## src/rtl/yarp_mem_arb.sv

```systemverilog
// Shares the single YARP memory port between instruction fetch and data load/store.
// One transaction in flight; data has priority, bounded by a fetch starvation counter.
module yarp_mem_arb #(
  parameter int STARVE_MAX = 4
) (
  input  logic        clk,
  input  logic        reset,

  input  logic        instr_req_i,
  input  logic [31:0] instr_addr_i,
  output logic        instr_gnt_o,
  output logic        instr_rvalid_o,
  output logic [31:0] instr_rdata_o,

  input  logic        data_req_i,
  input  logic [31:0] data_addr_i,
  input  logic [1:0]  data_byte_en_i,
  input  logic        data_wr_i,
  input  logic [31:0] data_wr_data_i,
  output logic        data_gnt_o,
  output logic        data_rvalid_o,
  output logic [31:0] data_rdata_o,

  output logic        mem_req_o,
  output logic [31:0] mem_addr_o,
  output logic [1:0]  mem_byte_en_o,
  output logic        mem_wr_o,
  output logic [31:0] mem_wr_data_o,
  input  logic        mem_gnt_i,
  input  logic        mem_rvalid_i,
  input  logic [31:0] mem_rd_data_i
);

  localparam logic [1:0] WORD_ACCESS  = 2'b11;
  localparam logic [3:0] STARVE_LIMIT = 4'(STARVE_MAX);
  localparam logic       OWNER_FETCH  = 1'b0;
  localparam logic       OWNER_DATA   = 1'b1;

  typedef enum logic [1:0] {
    IDLE = 2'b00,
    REQ  = 2'b01,
    RESP = 2'b10
  } state_e;

  state_e      state_q, state_d;
  logic [3:0]  starve_q, starve_d;
  logic        owner_q, owner_d;
  logic        mem_req_q, mem_req_d;
  logic [31:0] mem_addr_q, mem_addr_d;
  logic [1:0]  mem_byte_en_q, mem_byte_en_d;
  logic        mem_wr_q, mem_wr_d;
  logic [31:0] mem_wr_data_q, mem_wr_data_d;

  logic        data_win_s;
  logic        instr_win_s;
  logic        instr_gnt_s;
  logic        data_gnt_s;
  logic        instr_rvalid_s;
  logic        data_rvalid_s;

  // Saturating increment of the consecutive-data-win count.
  function automatic logic [3:0] starve_inc(input logic [3:0] cnt);
    if (cnt < STARVE_LIMIT) begin
      return cnt + 4'd1;
    end else begin
      return STARVE_LIMIT;
    end
  endfunction

  // Winner selection: data first unless fetch has waited STARVE_MAX data wins.
  always_comb begin
    data_win_s  = 1'b0;
    instr_win_s = 1'b0;
    if (data_req_i && (starve_q < STARVE_LIMIT)) begin
      data_win_s = 1'b1;
    end else if (instr_req_i) begin
      instr_win_s = 1'b1;
    end else if (data_req_i) begin
      data_win_s = 1'b1;
    end else begin
      data_win_s  = 1'b0;
      instr_win_s = 1'b0;
    end
  end

  // Next-state, command latch and grant/response pulse generation.
  always_comb begin
    state_d        = state_q;
    starve_d       = starve_q;
    owner_d        = owner_q;
    mem_req_d      = mem_req_q;
    mem_addr_d     = mem_addr_q;
    mem_byte_en_d  = mem_byte_en_q;
    mem_wr_d       = mem_wr_q;
    mem_wr_data_d  = mem_wr_data_q;
    instr_gnt_s    = 1'b0;
    data_gnt_s     = 1'b0;
    instr_rvalid_s = 1'b0;
    data_rvalid_s  = 1'b0;

    case (state_q)
      IDLE: begin
        if (instr_win_s) begin
          instr_gnt_s   = 1'b1;
          owner_d       = OWNER_FETCH;
          mem_req_d     = 1'b1;
          mem_addr_d    = instr_addr_i;
          mem_byte_en_d = WORD_ACCESS;
          mem_wr_d      = 1'b0;
          mem_wr_data_d = 32'h0000_0000;
          starve_d      = 4'd0;
          state_d       = REQ;
        end else if (data_win_s) begin
          data_gnt_s    = 1'b1;
          owner_d       = OWNER_DATA;
          mem_req_d     = 1'b1;
          mem_addr_d    = data_addr_i;
          mem_byte_en_d = data_byte_en_i;
          mem_wr_d      = data_wr_i;
          mem_wr_data_d = data_wr_data_i;
          starve_d      = instr_req_i ? starve_inc(starve_q) : 4'd0;
          state_d       = REQ;
        end else begin
          state_d = IDLE;
        end
      end

      REQ: begin
        if (mem_gnt_i) begin
          mem_req_d = 1'b0;
          // Stores complete on grant; only reads wait for a response.
          state_d   = mem_wr_q ? IDLE : RESP;
        end else begin
          mem_req_d = 1'b1;
          state_d   = REQ;
        end
      end

      RESP: begin
        if (mem_rvalid_i) begin
          instr_rvalid_s = (owner_q == OWNER_FETCH);
          data_rvalid_s  = (owner_q == OWNER_DATA);
          state_d        = IDLE;
        end else begin
          state_d = RESP;
        end
      end

      default: begin
        mem_req_d = 1'b0;
        state_d   = IDLE;
      end
    endcase
  end

  // State and command registers.
  always_ff @(posedge clk) begin
    if (reset) begin
      state_q       <= IDLE;
      starve_q      <= 4'd0;
      owner_q       <= OWNER_FETCH;
      mem_req_q     <= 1'b0;
      mem_addr_q    <= 32'h0000_0000;
      mem_byte_en_q <= 2'b00;
      mem_wr_q      <= 1'b0;
      mem_wr_data_q <= 32'h0000_0000;
    end else begin
      state_q       <= state_d;
      starve_q      <= starve_d;
      owner_q       <= owner_d;
      mem_req_q     <= mem_req_d;
      mem_addr_q    <= mem_addr_d;
      mem_byte_en_q <= mem_byte_en_d;
      mem_wr_q      <= mem_wr_d;
      mem_wr_data_q <= mem_wr_data_d;
    end
  end

  // Pulses are suppressed while reset is held so nothing leaks in the reset cycle.
  assign instr_gnt_o    = instr_gnt_s    & ~reset;
  assign data_gnt_o     = data_gnt_s     & ~reset;
  assign instr_rvalid_o = instr_rvalid_s & ~reset;
  assign data_rvalid_o  = data_rvalid_s  & ~reset;

  assign instr_rdata_o  = mem_rd_data_i;
  assign data_rdata_o   = mem_rd_data_i;

  assign mem_req_o      = mem_req_q;
  assign mem_addr_o     = mem_addr_q;
  assign mem_byte_en_o  = mem_byte_en_q;
  assign mem_wr_o       = mem_wr_q;
  assign mem_wr_data_o  = mem_wr_data_q;

endmodule

```

## config.mk

```make
export PLATFORM = sky130hd
export DESIGN_NAME = yarp_mem_arb
export DESIGN_NICKNAME = d
export VERILOG_FILES = /design/src/rtl/yarp_mem_arb.sv
export SDC_FILE = /design/constraint.sdc
export NUM_CORES = 1
export LEC_CHECK = 0
export ABC_CLOCK_PERIOD_IN_PS = 2600
export CAP_MARGIN = 20
export CORE_AREA = 2 2 105 107
export CTS_CLUSTER_SIZE = 16
export DETAILED_ROUTE_END_ITERATION = 10
export DIE_AREA = 0 0 107 109
export PLACE_DENSITY = 0.85
export SETUP_SLACK_MARGIN = 0.1
export SLEW_MARGIN = 20
export SYNTH_ARGS = -nofsm -noshare
export SYNTH_HDL_FRONTEND = slang
export SYNTH_SLANG_ARGS = --single-unit
```

## constraint.sdc

```tcl
create_clock -name clk -period 2.6 [get_ports clk]
set_input_delay 0.26 -clock clk [delete_from_list [all_inputs] [get_ports clk]]
set_output_delay 0.26 -clock clk [all_outputs]
set_load 0.01 [all_outputs]
```

# Word-level counts from Yosys, hierarchy flattened

Cells that the tools add are included.

Register bits: 75
Latch bits: 0
Bits in writable memories: 0
Bits in read-only memories: 0
Input bits: 137
Output and inout bits: 136
Word-level logic and storage cells: 62
Memories: 0

$add $sub $neg: 1
$mul: 0
Divide/modulo/power cells: 0
$lt $le $gt $ge: 1
Equality and inequality tests: 3
Shift-type cells: 0
Multiplexer cells: 37
Bitwise operators: 7
Reduce and logical (&&, ||, !) cells: 5

Operators by type and width:

| kind                                                                          | count |
|---|---|
| 32-bit 2-to-1 mux                                                             | 4 |
| 1-bit 2-to-1 mux                                                              | 22 |
| 4-bit 2-to-1 mux                                                              | 4 |
| 2-bit 2-to-1 mux                                                              | 5 |
| 2-bit one-hot mux with 3 select lines                                         | 1 |
| 4-bit by 1-bit adder with 4-bit output (second input constant)                | 1 |
| 1-bit bitwise AND                                                             | 4 |
| 4-bit by 3-bit less-than comparator with 1-bit output (second input constant) | 1 |
| 2-bit AND reduction                                                           | 2 |
| 3-bit != test (second input constant)                                         | 1 |
| 1-bit NOT                                                                     | 3 |
| 1-bit one-hot mux with 3 select lines                                         | 1 |
| 2-bit by 1-bit equality test with 1-bit output (second input constant)        | 1 |
| 2-bit equality test (second input constant)                                   | 1 |
| 2-bit zero test                                                               | 1 |
| 2-bit nonzero test                                                            | 1 |
| 1-bit logical AND                                                             | 1 |

# Depth between registers and ports, before layout

Gate-level depths: netlist of the first run.

Word-level depth: 7
Mapped depth: 6
Mapped depth without buffers: 3

# Least setup slack after synthesis of the first run

No wires, ideal clock.

Kind: flip-flop to flip-flop
Start: register state_q[1]
End: register mem_addr_q[22], in the netlist mem_addr_o[22]
Library setup time: 134 ps
Arrival: 1403 ps
Required time: 2466 ps
Slack: 1063 ps
Cell stages (with the launch flop): 7
Buffers on the path: 3
Period minus slack after synthesis: 1537 ps
Cells stage by stage: dfxtp_1 > buf_2 > or2_1 > buf_2 > buf_2 > a2111oi_0 > nor4_1

Longest elaborated chain between the ends: 2

Ends and longest elaborated chain:

| what                                 | line | RTL |
|---|---|---|
| start: declaration                   | 45   | `state_e state_q, state_d;` |
| start signal: assignment             | 168  | `state_q <= state_d;` |
| 2-bit zero test                      | 101  | `case (state_q)` |
| 2-bit AND reduction (no source line) | n/a  |  |
| end signal: assignment               | 172  | `mem_addr_q <= mem_addr_d;` |
| end: declaration                     | 49   | `logic [31:0] mem_addr_q, mem_addr_d;` |

No other way between the ends.
A chain may end at the register's enable or synchronous reset.

# Final worst setup path of the first run

Start: register starve_q[3]
End: output data_gnt_o

Longest elaborated chain between the ends: 7
Elaborated cells between the ends (all ways): 8
Classes of those cells: order compare (1); mux (5); bitwise (1); reduce/logical (1)

Ends and longest elaborated chain:

| what                                                    | line | RTL |
|---|---|---|
| start: declaration                                      | 46   | `logic [3:0] starve_q, starve_d;` |
| start signal: assignment                                | 169  | `starve_q <= starve_d;` |
| 4-bit by 3-bit less-than comparator with 1-bit output * | 74   | `if (data_req_i && (starve_q < STARVE_LIMIT)) begin` |
| 1-bit logical AND *                                     | 74   |  |
| 1-bit 2-to-1 mux                                        | 74   |  |
| 1-bit 2-to-1 mux                                        | 113  | `end else if (data_win_s) begin` |
| 1-bit 2-to-1 mux *                                      | 103  | `if (instr_win_s) begin` |
| 1-bit 2-to-1 mux *                                      | 101  |  |
| 1-bit bitwise AND *                                     | 181  | `assign data_gnt_o = data_gnt_s & ~reset;` |
| end: declaration                                        | 20   | `output logic data_gnt_o,` |

Every way passes the cells marked *; elsewhere a longest branch is shown, timed or not.

==> flow_summary.yaml, run 1 <==
cts:
  root_buffer: "clkbuf_8"
  htreeDepth: 3
  insertion_delay_ns: 0.37
  clockBufferDepth: 2
  clk_pin_slew_ns: 0.09
  cts_tree: "done"
  cts_setup_buffers: 0
  clock_sinks: 75
  cts_resized: 0
  ctsHoldBuffers: 0
  cts_buffers: 9
global_routing:
  grt_first_pass_wirelength_um: 19900
  track_usage_pct: 21.7
  grt_max_degree: 68
  grt_pass1_vias: 3869
  grt_antenna_before_repair: 0
  gr-total-overflow: 0
setup_path:
  max_stage_delay_ns: 0.56
  critPathRequiredTime_ns: 2.34
  cp-start-kind: "flip-flop"
  rr_endpoint: "mem_addr_o[9]$_SDFFE_PP0P_"
  cpMaxStageDelayCell: "clkdlybuf4s50_1"
  reg2reg_from: "state_q[0]$_SDFF_PP0_"
  crit_fanout: 4
  cp-end-kind: "output pin"
  worstSetupPathType: "reg2out"
  reg2reg_slack_ns: 0.71
  cp_top_family: "simple AND/OR/NAND/NOR gates"
  crit_buf_inv: 1
  worstPathArrival_ns: 1.99
  crit_chain: "or3b_1 > nand2_1 > and3_1 > clkdlybuf4s50_1"
  ff2ff_path_depth: 4
cells_and_area:
  seqCellArea_sq_mm: 0.00150
  drive_above_1_share_pct: 7.48
  final_common_cell: "clkdlybuf4s50_1"
  area_growth_pct: 40.5
  final_cells: 688
  layout_common_cells: "clkdlybuf4s50_1, dfxtp_1, a21oi_1"
  fill_cells: 966
  final_nets: 681
  post-route-util_pct: 51.5
  multi_input_area_sq_mm: 0.00172
  antennaDiodeCount: 0
hold_path:
  holdPathStages: 2
  min_from: "reset"
  hold_end: "mem_wr_data_o[22]$_SDFFE_PP0P_"
  hp-class: "in2reg"
routing:
  finalWirelength_um: 13200
  viasPerCell: 5.78
  vias: 3980
  drc_errors: 0
  drtIter0Drc: 322
  wl_per_cell_um: 19.3
  drt_pass1_iterations: 5
  ant_nets: 0
logic_synthesis:
  synth_cells: 463
  synth_compound_area_share_pct: 22.5
  yosys_warnings: 0
  synth_top_family_by_area: "compound AO/OA/AOI/OAI gates"
  syn_area_sq_mm: 0.00389
  ys_types: 30
  synthSimpleGateAreaFrac_pct: 20.6
  synthMuxAreaShare_pct: 0
  synth_nets: 601
  synth_seq_cells: 75
  syn_area_per_cell_sq_um: 8.40
  synthXorXnorAreaFrac_pct: 0
  synth-adder-area-share_pct: 0.322
  yosysSeqAreaShare_pct: 38.6
power_and_ir_drop:
  sw_frac_of_total_pct: 29.6
  powerDensity_mw_per_mm2: 557
  p_leak_nw: 1.80
  clockPowerShare_pct: 30.8
  intPower_w: 0.00215
  combPwrFrac_pct: 26.1
  power_frac_seq_pct: 43.1
  ir_drop_v: 0.000340
  p_sw_w: 0.000901
  p_total_w: 0.00305
timing:
  fmax_mhz: 444
  finalCritPeriodShare_pct: 86.5
  rsz0062_at_grt: "no"
  clock_skew_ns: 0.00862
  drv_slew: 0
  finalHoldViolCount: 0
  period_needed_ns: 2.25
  slew_headroom_pct: 54.4
  fin_hold_ws_ns: 0.177
  fin_setup_tns_ns: 0
  worstMarginPinSlew_ns: 0.684
  finalSetupViolations: 0
floorplan:
  die_w_um: 107
  std_cell_rows: 38
  core_sq_mm: 0.0106
  start_util_pct: 36.7
  die_h_um: 109
  dieArea_sq_mm: 0.0117
  ios: 273
status:
  outcome: "finished clean"
place:
  gp_congestion: 0.739
  portBuffers: 176
  dpl.cell_count: 672
  hpwlAfterDp_um: 8830
flow_run:
  drv_cap: 0
==> power groups by stage <==
stage	logic [W]	clock network (W)	registers [W]
after floorplan	0.000406	0	0.00137
after detailed placement	0.000790	0	0.00134
final	0.000796	0.000938	0.00131
after CTS	0.000796	0.000969	0.00131
after global routing	0.000858	0.00101	0.00132
after global placement	0.000772	0	0.00133
==> cell usage after synthesis <==
cell type | count | share of area [%]
a21oi_1 | 71 | 9.1
or3b_2 | 1 | 0.23
a2111oi_0 | 33 | 7.4
o21ai_0 | 37 | 4.8
nor3b_2 | 2 | 0.64
nor4_1 | 32 | 5.1
or3b_1 | 1 | 0.23
nor4b_1 | 32 | 7.2
and3_1 | 1 | 0.16
nor2_1 | 5 | 0.48
nand4_1 | 2 | 0.32
or2_1 | 1 | 0.16
buf_4 | 64 | 12
nor3b_1 | 2 | 0.39
o221a_2 | 2 | 0.58
inv_1 | 1 | 0.096
dfxtp_1 | 75 | 39
nand4b_1 | 1 | 0.23
o21ai_1 | 1 | 0.13
or2_2 | 1 | 0.16
buf_2 | 8 | 1.0
nand3_1 | 34 | 4.4
ha_1 | 1 | 0.32
nor3_1 | 2 | 0.26
nand2_1 | 3 | 0.29
buf_1 | 1 | 0.096
o21ba_2 | 1 | 0.26
clkbuf_1 | 46 | 4.4
o21bai_1 | 1 | 0.19
or4bb_1 | 1 | 0.29
==> final cells by class <==
cell class                      instances  share of cell area [%]
Clock inverter                          6                    1.19
Multi-Input combinational cell        268                    31.4
Timing Repair Buffer                  188                    34.2
Inverter                                1                  0.0687
Sequential cell                        75                    27.5
Clock buffer                           10                    2.52
Tap cell                              140                    3.21
==> how the worst max path moves through the flow <==
stage | start | endpoint | slack [ns] | cells after the start
floorplan | state_q[1]$_SDFF_PP0_ | mem_addr_o[22]$_SDFFE_PP0P_ | 1.06 | 6
global placement | data_req_i | data_gnt_o | 0.39 | 5
detailed placement | data_req_i | data_gnt_o | 0.38 | 5
CTS | state_q[0]$_SDFF_PP0_ | instr_gnt_o | 0.16 | 3
global route | state_q[0]$_SDFF_PP0_ | instr_gnt_o | 0.22 | 3
finish | starve_q[3]$_SDFFE_PP0P_ | data_gnt_o | 0.35 | 4
==> worst register-to-register path: stages (launching register included) <==
cell and delay [ns]:
dfxtp_1 0.56, or2_4 0.33, buf_4 0.42, a2111oi_0 0.14, nor4_1 0.33
==> per-layer routing <==
metal / part of all wire, % / GRT usage, % / up-vias / wire [um]
met5: 0 / 0 / - / 0
met4: 2.8 / 10.1 / 0 / 376
met3: 8.3 / 6.81 / 30 / 1110
met2: 51 / 38.5 / 213 / 6690
met1: 38 / 23.7 / 1897 / 5070
li1: - / - / 1840 / -
==> logic make-up (layout without fill, tap and decap cells) <==
kind of cell,count (synthesis),count (layout)
compound gates,146,146
fa+ha+maj,1,1
buf+inv,120,205
flops,75,75
simple gates,121,121
==> per-stage QoR <==
step           area, sq um  worst slack, ns
3_5_place_dp          5260            0.384
2_1_floorplan         3890             1.06
3_3_place_gp          5260            0.388
5_1_grt               5470            0.220
4_1_cts               5460            0.162
6_report              5470            0.350
==> state kept, by name, summed over array words and instances (netlist names) <==
| signal | count |
|---|---|
| mem_req_o | 1 |
| mem_byte_en_o | 2 |
| owner_q | 1 |
| mem_addr_o | 32 |
| mem_wr_data_o | 32 |
| mem_wr_o | 1 |
| starve_q | 4 |
| state_q | 2 |
Power figures use the tool's default switching activity.
==> run 2: changes to the inputs <==
PLACE_DENSITY = 0.86   (was 0.85)
==> flow_summary.yaml, run 2 (synthesized netlist as in run 1, its figures left out) <==
cts:
  htreeDepth: 3
  cts_buffers: 9
  clk_pin_slew_ns: 0.08
  ctsHoldBuffers: 0
  cts_setup_buffers: 0
  insertion_delay_ns: 0.34
  clockBufferDepth: 2
  clock_sinks: 75
  cts_resized: 0
  root_buffer: "clkbuf_8"
  cts_tree: "done"
floorplan:
  std_cell_rows: 38
  die_h_um: 109
  dieArea_sq_mm: 0.0117
  ios: 273
  die_w_um: 107
  core_sq_mm: 0.0106
  start_util_pct: 36.7
setup_path:
  cp_top_family: "buffers and inverters"
  cpMaxStageDelayCell: "clkdlybuf4s50_1"
  crit_buf_inv: 2
  cp_common_cell: "clkdlybuf4s50_1"
  max_stage_delay_ns: 0.60
  reg2reg_slack_ns: 0.78
  worstSetupPathType: "in2out"
  worstPathArrival_ns: 1.99
  critPathRequiredTime_ns: 2.34
  reg2reg_from: "state_q[0]$_SDFF_PP0_"
  cp-end-kind: "output pin"
  rr_endpoint: "mem_addr_o[30]$_SDFFE_PP0P_"
  crit_chain: "clkdlybuf4s50_1 > or3b_1 > nand2_1 > and3_1 > clkdlybuf4s50_1"
  ff2ff_path_depth: 4
  cp-start-kind: "input pin"
  crit_fanout: 2
routing:
  viasPerCell: 5.76
  vias: 3962
  finalWirelength_um: 13200
  drtIter0Drc: 383
  drc_errors: 0
  ant_nets: 0
  drt_pass1_iterations: 5
  wl_per_cell_um: 19.1
timing:
  worstMarginPinSlew_ns: 0.794
  rsz0062_at_grt: "no"
  clock_skew_ns: 0.00963
  period_needed_ns: 2.25
  finalCritPeriodShare_pct: 86.6
  fin_setup_tns_ns: 0
  finalHoldViolCount: 0
  drv_slew: 0
  slew_headroom_pct: 47.1
  fmax_mhz: 444
  finalSetupViolations: 0
hold_path:
  min_from: "instr_req_i"
  hp-class: "in2reg"
  hold_end: "starve_q[1]$_SDFFE_PP0P_"
  holdPathStages: 3
global_routing:
  grt_pass1_vias: 3879
  grt_antenna_before_repair: 0
  gr-total-overflow: 0
  track_usage_pct: 21.6
  grt_first_pass_wirelength_um: 20100
  grt_max_degree: 103
status:
  outcome: "finished clean"
power_and_ir_drop:
  p_leak_nw: 1.80
  powerDensity_mw_per_mm2: 565
  ir_drop_v: 0.000294
  p_total_w: 0.00309
cells_and_area:
  final_nets: 681
  drive_above_1_share_pct: 7.30
  antennaDiodeCount: 0
  final_common_cell: "clkdlybuf4s50_1"
  layout_common_cells: "clkdlybuf4s50_1, dfxtp_1, a21oi_1"
  area_growth_pct: 40.9
place:
  hpwlAfterDp_um: 8670
  gp_congestion: 0.776
  portBuffers: 176
flow_run:
  drv_cap: 0
==> run 2: power by group <==
group | internal (W) | switching [W] | total (W)
clock | 0.000543 | 0.000447 | 0.000989
combinational | 0.000424 | 0.000371 | 0.000795
sequential | 0.00125 | 0.0000591 | 0.00131
==> run 2: final cells by class <==
class / count / area, sq um
fillers: 974 / 5120
repair buffers: 188 / 1870
multi-input cells: 268 / 1710
flip-flops and latches: 75 / 1500
well taps: 140 / 175
clock buffers: 10 / 128
clock inverters: 6 / 90.1
inverters: 1 / 3.75
==> run 2: worst register-to-register path, delay by kind of cell, from the launching register on <==
family	cells	cell delay (ns)
simple gates	2	0.49
buf+inv	1	0.23
flops	1	0.43
compound gates	1	0.52
==> run 2: layer usage <==
layer / GRT usage [%] / part of all wire, %
met1: 25.0 / 39
met2: 38.0 / 50
met3: 6.81 / 8.9
met4: 6.86 / 2.1
met5: 0 / 0
==> run 2: per-stage QoR <==
stage	setup slack (ns)	utilization (%)	area (sq um)	instances	hold WS (ns)
2_1_floorplan	1.06	-	3890	463	0.377
3_3_place_gp	0.354	49.6	5260	672	0.461
3_5_place_dp	0.354	49.6	5260	672	0.465
4_1_cts	0.311	51.7	5480	688	0.273
5_1_grt	0.237	51.7	5480	688	0.315
6_report	0.348	51.7	5480	688	0.289
==> run 2: worst max-delay path by stage <==
stage | startpoint | to | cells past startpoint
final | data_req_i | data_gnt_o | 5
after global routing | starve_q[3]$_SDFFE_PP0P_ | data_gnt_o | 4
after CTS | starve_q[3]$_SDFFE_PP0P_ | data_gnt_o | 4
after detailed placement | data_req_i | data_gnt_o | 5
after global placement | data_req_i | data_gnt_o | 5
after floorplan | state_q[1]$_SDFF_PP0_ | mem_addr_o[22]$_SDFFE_PP0P_ | 6
==> run 3: changes to the inputs <==
CTS_CLUSTER_DIAMETER = 60   (was not set)
==> results of run 3 <==
The final DEF is identical to that of run 2; final timing and power are the same.
